## src/rtl/vga_pkg.sv

```systemverilog
// rtl/vga_pkg.sv - shared VGA timing defaults, mode field layout and mode-update actions
package vga_pkg;

    localparam int DEF_H_VIS  = 640;
    localparam int DEF_H_FP   = 16;
    localparam int DEF_H_SYNC = 96;
    localparam int DEF_H_BP   = 48;
    localparam int DEF_V_VIS  = 480;
    localparam int DEF_V_FP   = 10;
    localparam int DEF_V_SYNC = 2;
    localparam int DEF_V_BP   = 33;

    localparam int MODE_AUTO_BIT = 7;
    localparam int MODE_PAT_LSB  = 0;
    localparam int MODE_PAT_W    = 3;

    typedef enum logic [1:0] {
        ACT_HOLD,
        ACT_LOAD,
        ACT_COUNT,
        ACT_STEP
    } mode_act_e;

endpackage

```

## src/rtl/sync2.sv

```systemverilog
// rtl/sync2.sv - two-flop synchroniser for asynchronous input pins
module sync2 #(
    parameter int W = 1
) (
    input  logic         clk,
    input  logic         reset,
    input  logic [W-1:0] d,
    output logic [W-1:0] q
);

    logic [W-1:0] meta;

    always_ff @(posedge clk or posedge reset) begin
        if (reset) begin
            meta <= '0;
            q    <= '0;
        end else begin
            meta <= d;
            q    <= meta;
        end
    end

endmodule

```

## src/rtl/vga_frame_sequencer.sv

```systemverilog
// rtl/vga_frame_sequencer.sv - VGA raster timing, frame counter and frame-aligned pattern-mode register
module vga_frame_sequencer
    import vga_pkg::*;
#(
    parameter int   H_VIS       = DEF_H_VIS,
    parameter int   H_FP        = DEF_H_FP,
    parameter int   H_SYNC      = DEF_H_SYNC,
    parameter int   H_BP        = DEF_H_BP,
    parameter int   V_VIS       = DEF_V_VIS,
    parameter int   V_FP        = DEF_V_FP,
    parameter int   V_SYNC      = DEF_V_SYNC,
    parameter int   V_BP        = DEF_V_BP,
    parameter logic SYNC_ACTIVE = 1'b0,
    parameter int   AUTO_FRAMES = 60
) (
    input  logic       clk,
    input  logic       reset,
    input  logic [7:0] mode_in,
    output logic       hsync,
    output logic       vsync,
    output logic       hblank,
    output logic       vblank,
    output logic       visible,
    output logic [9:0] hpos,
    output logic [9:0] vpos,
    output logic       line_start,
    output logic       frame_start,
    output logic [7:0] frame,
    output logic [7:0] mode
);

    localparam int H_TOTAL = H_VIS + H_FP + H_SYNC + H_BP;
    localparam int V_TOTAL = V_VIS + V_FP + V_SYNC + V_BP;

    localparam logic [9:0] H_LAST = 10'(H_TOTAL - 1);
    localparam logic [9:0] V_LAST = 10'(V_TOTAL - 1);
    localparam logic [9:0] H_VIS_L = 10'(H_VIS);
    localparam logic [9:0] V_VIS_L = 10'(V_VIS);
    localparam logic [9:0] V_PRE = 10'(V_VIS - 1);
    localparam logic [9:0] HS_BEG = 10'(H_VIS + H_FP);
    localparam logic [9:0] HS_END = 10'(H_VIS + H_FP + H_SYNC);
    localparam logic [9:0] VS_BEG = 10'(V_VIS + V_FP);
    localparam logic [9:0] VS_END = 10'(V_VIS + V_FP + V_SYNC);
    localparam logic [7:0] AUTO_LAST = 8'(AUTO_FRAMES - 1);

    logic [7:0] msync;
    logic [7:0] auto_cnt;
    logic [7:0] mode_n;
    logic [7:0] cnt_n;
    logic       h_wrap;
    logic       v_wrap;
    logic       vblank_edge;
    mode_act_e  act;

    sync2 #(.W(8)) u_mode_sync (
        .clk   (clk),
        .reset (reset),
        .d     (mode_in),
        .q     (msync)
    );

    assign h_wrap      = (hpos == H_LAST);
    assign v_wrap      = (vpos == V_LAST);
    assign vblank_edge = h_wrap && (vpos == V_PRE);

    always_ff @(posedge clk or posedge reset) begin
        if (reset) begin
            hpos  <= '0;
            vpos  <= '0;
            frame <= '0;
        end else if (h_wrap) begin
            hpos <= '0;
            if (v_wrap) begin
                vpos  <= '0;
                frame <= frame + 8'd1;
            end else begin
                vpos <= vpos + 10'd1;
            end
        end else begin
            hpos <= hpos + 10'd1;
        end
    end

    always_ff @(posedge clk or posedge reset) begin
        if (reset) begin
            mode     <= '0;
            auto_cnt <= '0;
        end else begin
            mode     <= mode_n;
            auto_cnt <= cnt_n;
        end
    end

    // Mode only moves at the vblank edge so a pattern never changes mid-frame;
    // in auto mode the pattern field is kept from the register, not the pins.
    always_comb begin
        act    = ACT_HOLD;
        mode_n = mode;
        cnt_n  = auto_cnt;
        if (vblank_edge) begin
            if (!msync[MODE_AUTO_BIT])
                act = ACT_LOAD;
            else if (auto_cnt == AUTO_LAST)
                act = ACT_STEP;
            else
                act = ACT_COUNT;
        end
        case (act)
            ACT_LOAD: begin
                mode_n = msync;
                cnt_n  = '0;
            end
            ACT_STEP: begin
                mode_n = msync;
                mode_n[MODE_PAT_LSB +: MODE_PAT_W] = mode[MODE_PAT_LSB +: MODE_PAT_W] + MODE_PAT_W'(1);
                cnt_n  = '0;
            end
            ACT_COUNT: begin
                mode_n = msync;
                mode_n[MODE_PAT_LSB +: MODE_PAT_W] = mode[MODE_PAT_LSB +: MODE_PAT_W];
                cnt_n  = auto_cnt + 8'd1;
            end
            default: ;
        endcase
    end

    assign hblank      = (hpos >= H_VIS_L);
    assign vblank      = (vpos >= V_VIS_L);
    assign visible     = ~hblank & ~vblank;
    assign line_start  = (hpos == 10'd0);
    assign frame_start = line_start && (vpos == 10'd0);
    assign hsync       = (hpos >= HS_BEG && hpos < HS_END) ? SYNC_ACTIVE : ~SYNC_ACTIVE;
    assign vsync       = (vpos >= VS_BEG && vpos < VS_END) ? SYNC_ACTIVE : ~SYNC_ACTIVE;

endmodule

```

## config.mk

```make
export PLATFORM = sky130hd
export DESIGN_NAME = vga_frame_sequencer
export DESIGN_NICKNAME = d
export VERILOG_FILES = /design/src/rtl/vga_pkg.sv /design/src/rtl/sync2.sv /design/src/rtl/vga_frame_sequencer.sv
export SDC_FILE = /design/constraint.sdc
export NUM_CORES = 1
export LEC_CHECK = 0
export BUFFER_PORTS_ARGS = -buffer_cell sky130_fd_sc_hd__buf_4
export CAP_MARGIN = 40
export CORE_MARGIN = 2
export CORE_UTILIZATION = 46
export CTS_CLUSTER_SIZE = 14
export DETAILED_ROUTE_END_ITERATION = 8
export GPL_TIMING_DRIVEN = 0
export PLACE_DENSITY = 0.73
export SYNTH_ARGS = -nofsm -noshare
export SYNTH_HDL_FRONTEND = slang
export SYNTH_SLANG_ARGS = --single-unit
```

## constraint.sdc

```tcl
create_clock -name clk -period 3.79 [get_ports clk]
set_input_delay 1.137 -clock clk [delete_from_list [all_inputs] [get_ports clk]]
set_output_delay 1.137 -clock clk [all_outputs]
set_load 0.005 [all_outputs]
```

# Word-level counts from Yosys, hierarchy flattened

Index checks and enable logic that the tools add are counted.

Word-level logic and storage cells: 51
Flip-flop bits (word level): 60

Order comparisons: 6
Muxes and demuxes: 9
Equality and inequality tests: 7
Reduce and logical (&&, ||, !) cells: 12
Bitwise gates (word level): 4
Add/sub/neg operators: 5

Operator list:

| operator                                                                              | count |
|---|---|
| 8-bit case mux with 3 select lines                                                    | 1 |
| 10-bit by 1-bit adder with 10-bit output (second input constant)                      | 2 |
| 10-bit == test (second input constant)                                                | 2 |
| 10-bit greater-or-equal comparator (second input constant)                            | 2 |
| 10-bit by 9-bit greater-or-equal comparator with 1-bit output (second input constant) | 2 |
| 10-bit zero test                                                                      | 2 |
| 10-bit two-way mux                                                                    | 2 |
| 8-bit by 1-bit adder with 8-bit output (second input constant)                        | 2 |
| 8-bit case mux with 2 select lines                                                    | 1 |
| 10-bit by 9-bit == test with 1-bit output (second input constant)                     | 1 |
| 10-bit less-than comparator (second input constant)                                   | 1 |
| 10-bit by 9-bit less-than comparator with 1-bit output (second input constant)        | 1 |
| 8-bit by 6-bit == test with 1-bit output (second input constant)                      | 1 |
| 2-bit == test (second input constant)                                                 | 2 |
| 1-bit logical AND                                                                     | 4 |
| 2-bit two-way mux                                                                     | 2 |
| 2-bit AND reduction                                                                   | 2 |
| 2-bit nonzero test                                                                    | 2 |
| 3-bit by 1-bit adder with 3-bit output (second input constant)                        | 1 |
| 1-bit two-way mux                                                                     | 3 |
| 1-bit NOT                                                                             | 3 |
| 3-bit nonzero test                                                                    | 1 |
| 2-bit by 1-bit == test with 1-bit output (second input constant)                      | 1 |
| 2-bit OR reduction                                                                    | 1 |
| 1-bit bitwise AND                                                                     | 1 |

# Logic depth before layout (Yosys ltp)

Depth after elaboration: 7
Gate-level depth with buffers: 9

# By module

A second synthesis with hierarchy kept.

Cells, all modules: 255
Area, all modules: 2761.4 um^2

Modules (own cells, without submodules):

| module              | instances | cells each | area each (um^2) | seq. area each (um^2) |
|---|---|---|---|---|
| vga_frame_sequencer | 1         | 238        | 2357.3           | 1101.1 |
| sync2               | 1         | 17         | 404.1            | 400.4 |

# Least setup slack after synthesis

OpenSTA, ideal clock, no wires.

Path type: register to output
From: reg hpos[4]
To: out frame_start
Arrival: 1.536 ns
Buffers on the path: 0
Path slack: 1.117 ns
Stages on the path, launching flop included: 4
Data required time: 2.653 ns
Cells stage by stage: dfrtp_1 > or4_1 > nor4_1 > and4_1

Longest elaborated chain between the ends: 2

Ends and longest elaborated chain:

| what                   | RTL line                   | RTL |
|---|---|---|
| from (decl)            | vga_frame_sequencer.sv:24  | `output logic [9:0] hpos,` |
| from (signal assigned) | vga_frame_sequencer.sv:80  | `hpos <= hpos + 10'd1;` |
| 10-bit zero test       | vga_frame_sequencer.sv:130 | `assign line_start = (hpos == 10'd0);` |
| net line_start         | vga_frame_sequencer.sv:26  | `output logic line_start,` |
| 1-bit logical AND      | vga_frame_sequencer.sv:131 | `assign frame_start = line_start && (vpos == 10'd0);` |
| to (decl)              | vga_frame_sequencer.sv:27  | `output logic frame_start,` |

The timed path passes the listed nets, and every way through them passes these cells.

# Final worst setup path

From: reg hpos[4]
To: out frame_start

Longest elaborated chain between the ends: 2

Ends and longest elaborated chain:

| what              | RTL line |
|---|---|
| 10-bit zero test  | vga_frame_sequencer.sv:130 |
| 1-bit logical AND | vga_frame_sequencer.sv:131 |

No other way between the ends.

==> flow_metrics.env <==
export IMPL_track_usage_pct=19.6
export IMPL_rsz0062_at_grt="false"
export IMPL_synth_cells=257
export IMPL_worst_setup_path_end_kind="output pin"
export IMPL_hold_start="u_mode_sync.meta[4]"
export IMPL_grt_busiest_layer="met2"
export IMPL_core_area_sq_mm=0.00554
export IMPL_die_x_um=79.9
export IMPL_drv_slew=0
export IMPL_syn_avg_cell_area_sq_um=10.3
export IMPL_relSlewSlack_pct=39.8
export IMPL_p_leak_nw=1.61
export IMPL_p_per_area_mw_per_mm2=348
export IMPL_drt_iter0_drc=96
export IMPL_htreeDepth=3
export IMPL_most_common_layout_cells="dfrtp_1, buf_4, nand2_1"
export IMPL_min_to="u_mode_sync.q[4]"
export IMPL_fin_worst_skew_ps=5.88
export IMPL_path_class="flop to output pin"
export IMPL_startpoint_type="flop"
export IMPL_grt_pass1_wl_um=9360
export IMPL_grt_start_max_net_pins=38
export IMPL_wirelength_um=5450
export IMPL_clock_path_buffers=2
export IMPL_min_delay_path_depth=0
export IMPL_dp_cells=383
export IMPL_r2r_end="auto_cnt[7]"
export IMPL_ir_worst_vdd_mv=0.234
export IMPL_drc=0
export IMPL_firstDrtPassIters=4
export IMPL_post_place_ws_ps=856
export IMPL_die_area_sq_mm=0.00639
export IMPL_status="completed"
export IMPL_fmax_ghz=0.299
export IMPL_grt_met1_usage_pct=25.7
export IMPL_portBuffers=52
export IMPL_final_common_cell="dfrtp_1"
export IMPL_groute_layer_met2_usage_pct=30.1
export IMPL_timing_rr_start="hpos[5]"
export IMPL_synth_top_area_cell="dfrtp_1"
export IMPL_drive_above_1_share_pct=23.5
export IMPL_r2r_cells=8
export IMPL_synthesis_nets=274
export IMPL_met3_usage_pct=6.56
export IMPL_grt_antenna_before_repair=0
export IMPL_finalCriticalPeriod_ps=3340
export IMPL_seq_area_frac_synth_pct=56.6
export IMPL_cts_hold_buf=0
export IMPL_gp_congestion=0.824
export IMPL_crit_required_ps=2650
export IMPL_fin_cells=399
export IMPL_worst_hold_path_type="flop to flop"
export IMPL_setup_ws_ps=448
export IMPL_hold_viol_final=0
export IMPL_path_max_fanout=8
export IMPL_reg2reg_slack_ps=1010
export IMPL_ys_seq_elements=60
export IMPL_post_synth_main_area_contributors="dfrtp_1, nand2_1, nand3_1"
export IMPL_numCtsBuffers=9
export IMPL_setup_viol=0
export IMPL_ctsResizeCount=0
export IMPL_ant_nets=0
export IMPL_synth_cell_types=35
export IMPL_clock_sinks=60
export IMPL_routedWlPerCell_um=13.7
export IMPL_dp_hpwl_um=3850
export IMPL_ys_warn_count=0
export IMPL_arrival_ps=2200
export IMPL_avgViaCountPerCell=5.22
export IMPL_vias=2081
export IMPL_start_util_pct=47.9
export IMPL_dieHeight_um=79.9
export IMPL_max_cap_violations=0
export IMPL_fin_crit_sh_pct=88.2
export IMPL_clock_latency_ps=340
export IMPL_syn_cell_area_sq_mm=0.00265
export IMPL_area_growth_pct=25.4
export IMPL_cts_tree="done"
export IMPL_path_clk_slew_ps=70
export IMPL_diodes=0
export IMPL_root_buffer="clkbuf_8"
export IMPL_num_rows=27
export IMPL_post_cts_setup_buffers=0
export IMPL_tns_ps=0
export IMPL_grt_pass1_vias=1962
export IMPL_ios=53
export IMPL_final_nets=339
export IMPL_gr_total_overflow=0
export IMPL_worst_pin_slew_ps=895
export IMPL_yosysTopAreaCellShare_pct=56.6
metal layers:
| layer | vias to the layer above | part of all wire [%] |
|---|---|---|
| met1 | 999 | 46 |
| met3 | 6 | 4.7 |
| met4 | 0 | 1.5 |
| li1 | 1030 | - |
| met2 | 46 | 48 |
| met5 | - | 0 |
metrics by stage:
step,cell area [sq um],utilization [%],power [mW],hold slack [ps]
floorplan,2650,-,0.675,331
CTS,3330,60.0,1.17,349
global placement,3130,56.5,0.687,332
detailed placement,3160,57.0,0.691,335
finish,3330,60.0,1.16,346
global route,3330,60.0,1.21,357
where the power goes:
part	switching [mW]	internal, mW
Clock	0.247	0.232
Combinational	0.0162	0.00924
Sequential	0.00312	0.649
worst max path at each step:
| stage | startpoint | end | slack, ps | cells after the start |
|---|---|---|---|---|
| final | hpos[4] | frame_start | 450 | 4 |
| after global routing | hpos[4] | frame_start | 340 | 4 |
| after CTS | hpos[4] | frame_start | 460 | 4 |
| after detailed placement | hpos[4] | frame_start | 860 | 4 |
| after global placement | reset | hpos[0] | 450 | 2 |
| after floorplan | hpos[4] | frame_start | 1120 | 3 |
state kept, by name (all words and copies together) (netlist names):
| signal | flops |
|---|---|
| auto_cnt | 8 |
| vpos | 10 |
| hpos | 10 |
| u_mode_sync.meta | 8 |
| u_mode_sync.q | 8 |
| mode | 8 |
| frame | 8 |
area by class of cell:
class / instances / area (sq um)
Fill cell: 489 / 2210
Timing Repair Buffer: 54 / 415
Clock inverter: 7 / 43.8
Multi-Input combinational cell: 183 / 1090
Tap cell: 72 / 90.1
Clock buffer: 9 / 124
Buffer: 4 / 22.5
Inverter: 10 / 37.5
Sequential cell: 60 / 1500
Yosys cell counts, drive strengths merged:
library cell,n
nand4,7
and4,1
nor3,8
and3,7
dfrtp,60
xor2,7
a31oi,2
o21a,1
clkbuf,3
o41ai,1
or2,2
o32ai,1
nand2b,3
nor4,4
mux2,1
or4,6
inv,10
nor2b,2
nand3,21
xnor2,12
buf,1
mux2i,3
nand2,40
a21o,2
ha,7
a21oi,1
and2,3
o31ai,2
nor2,17
and4b,1
or3,5
or4b,1
o21ai,15
critical path: stages (launching register included):
cell and delay, ps:
dfrtp_1 460, or4_1 560, nor4_1 460, and4_1 280, buf_4 110
cells by family (layout without fill, tap and decap cells):
logic type | count (synthesis) | after routing | share of synthesized area [%]
AOI/OAI and AO/OA | 25 | 25 | 5.57
xor gates and xnor gates | 19 | 19 | 6.27
adders and majority gates | 7 | 7 | 3.30
buffers and inverters | 14 | 84 | 2.26
DFF | 60 | 60 | 56.6
muxes | 4 | 4 | 1.56
and+or+nand+nor | 128 | 128 | 24.4
No activity file was read; power rests on OpenSTA's default activity.
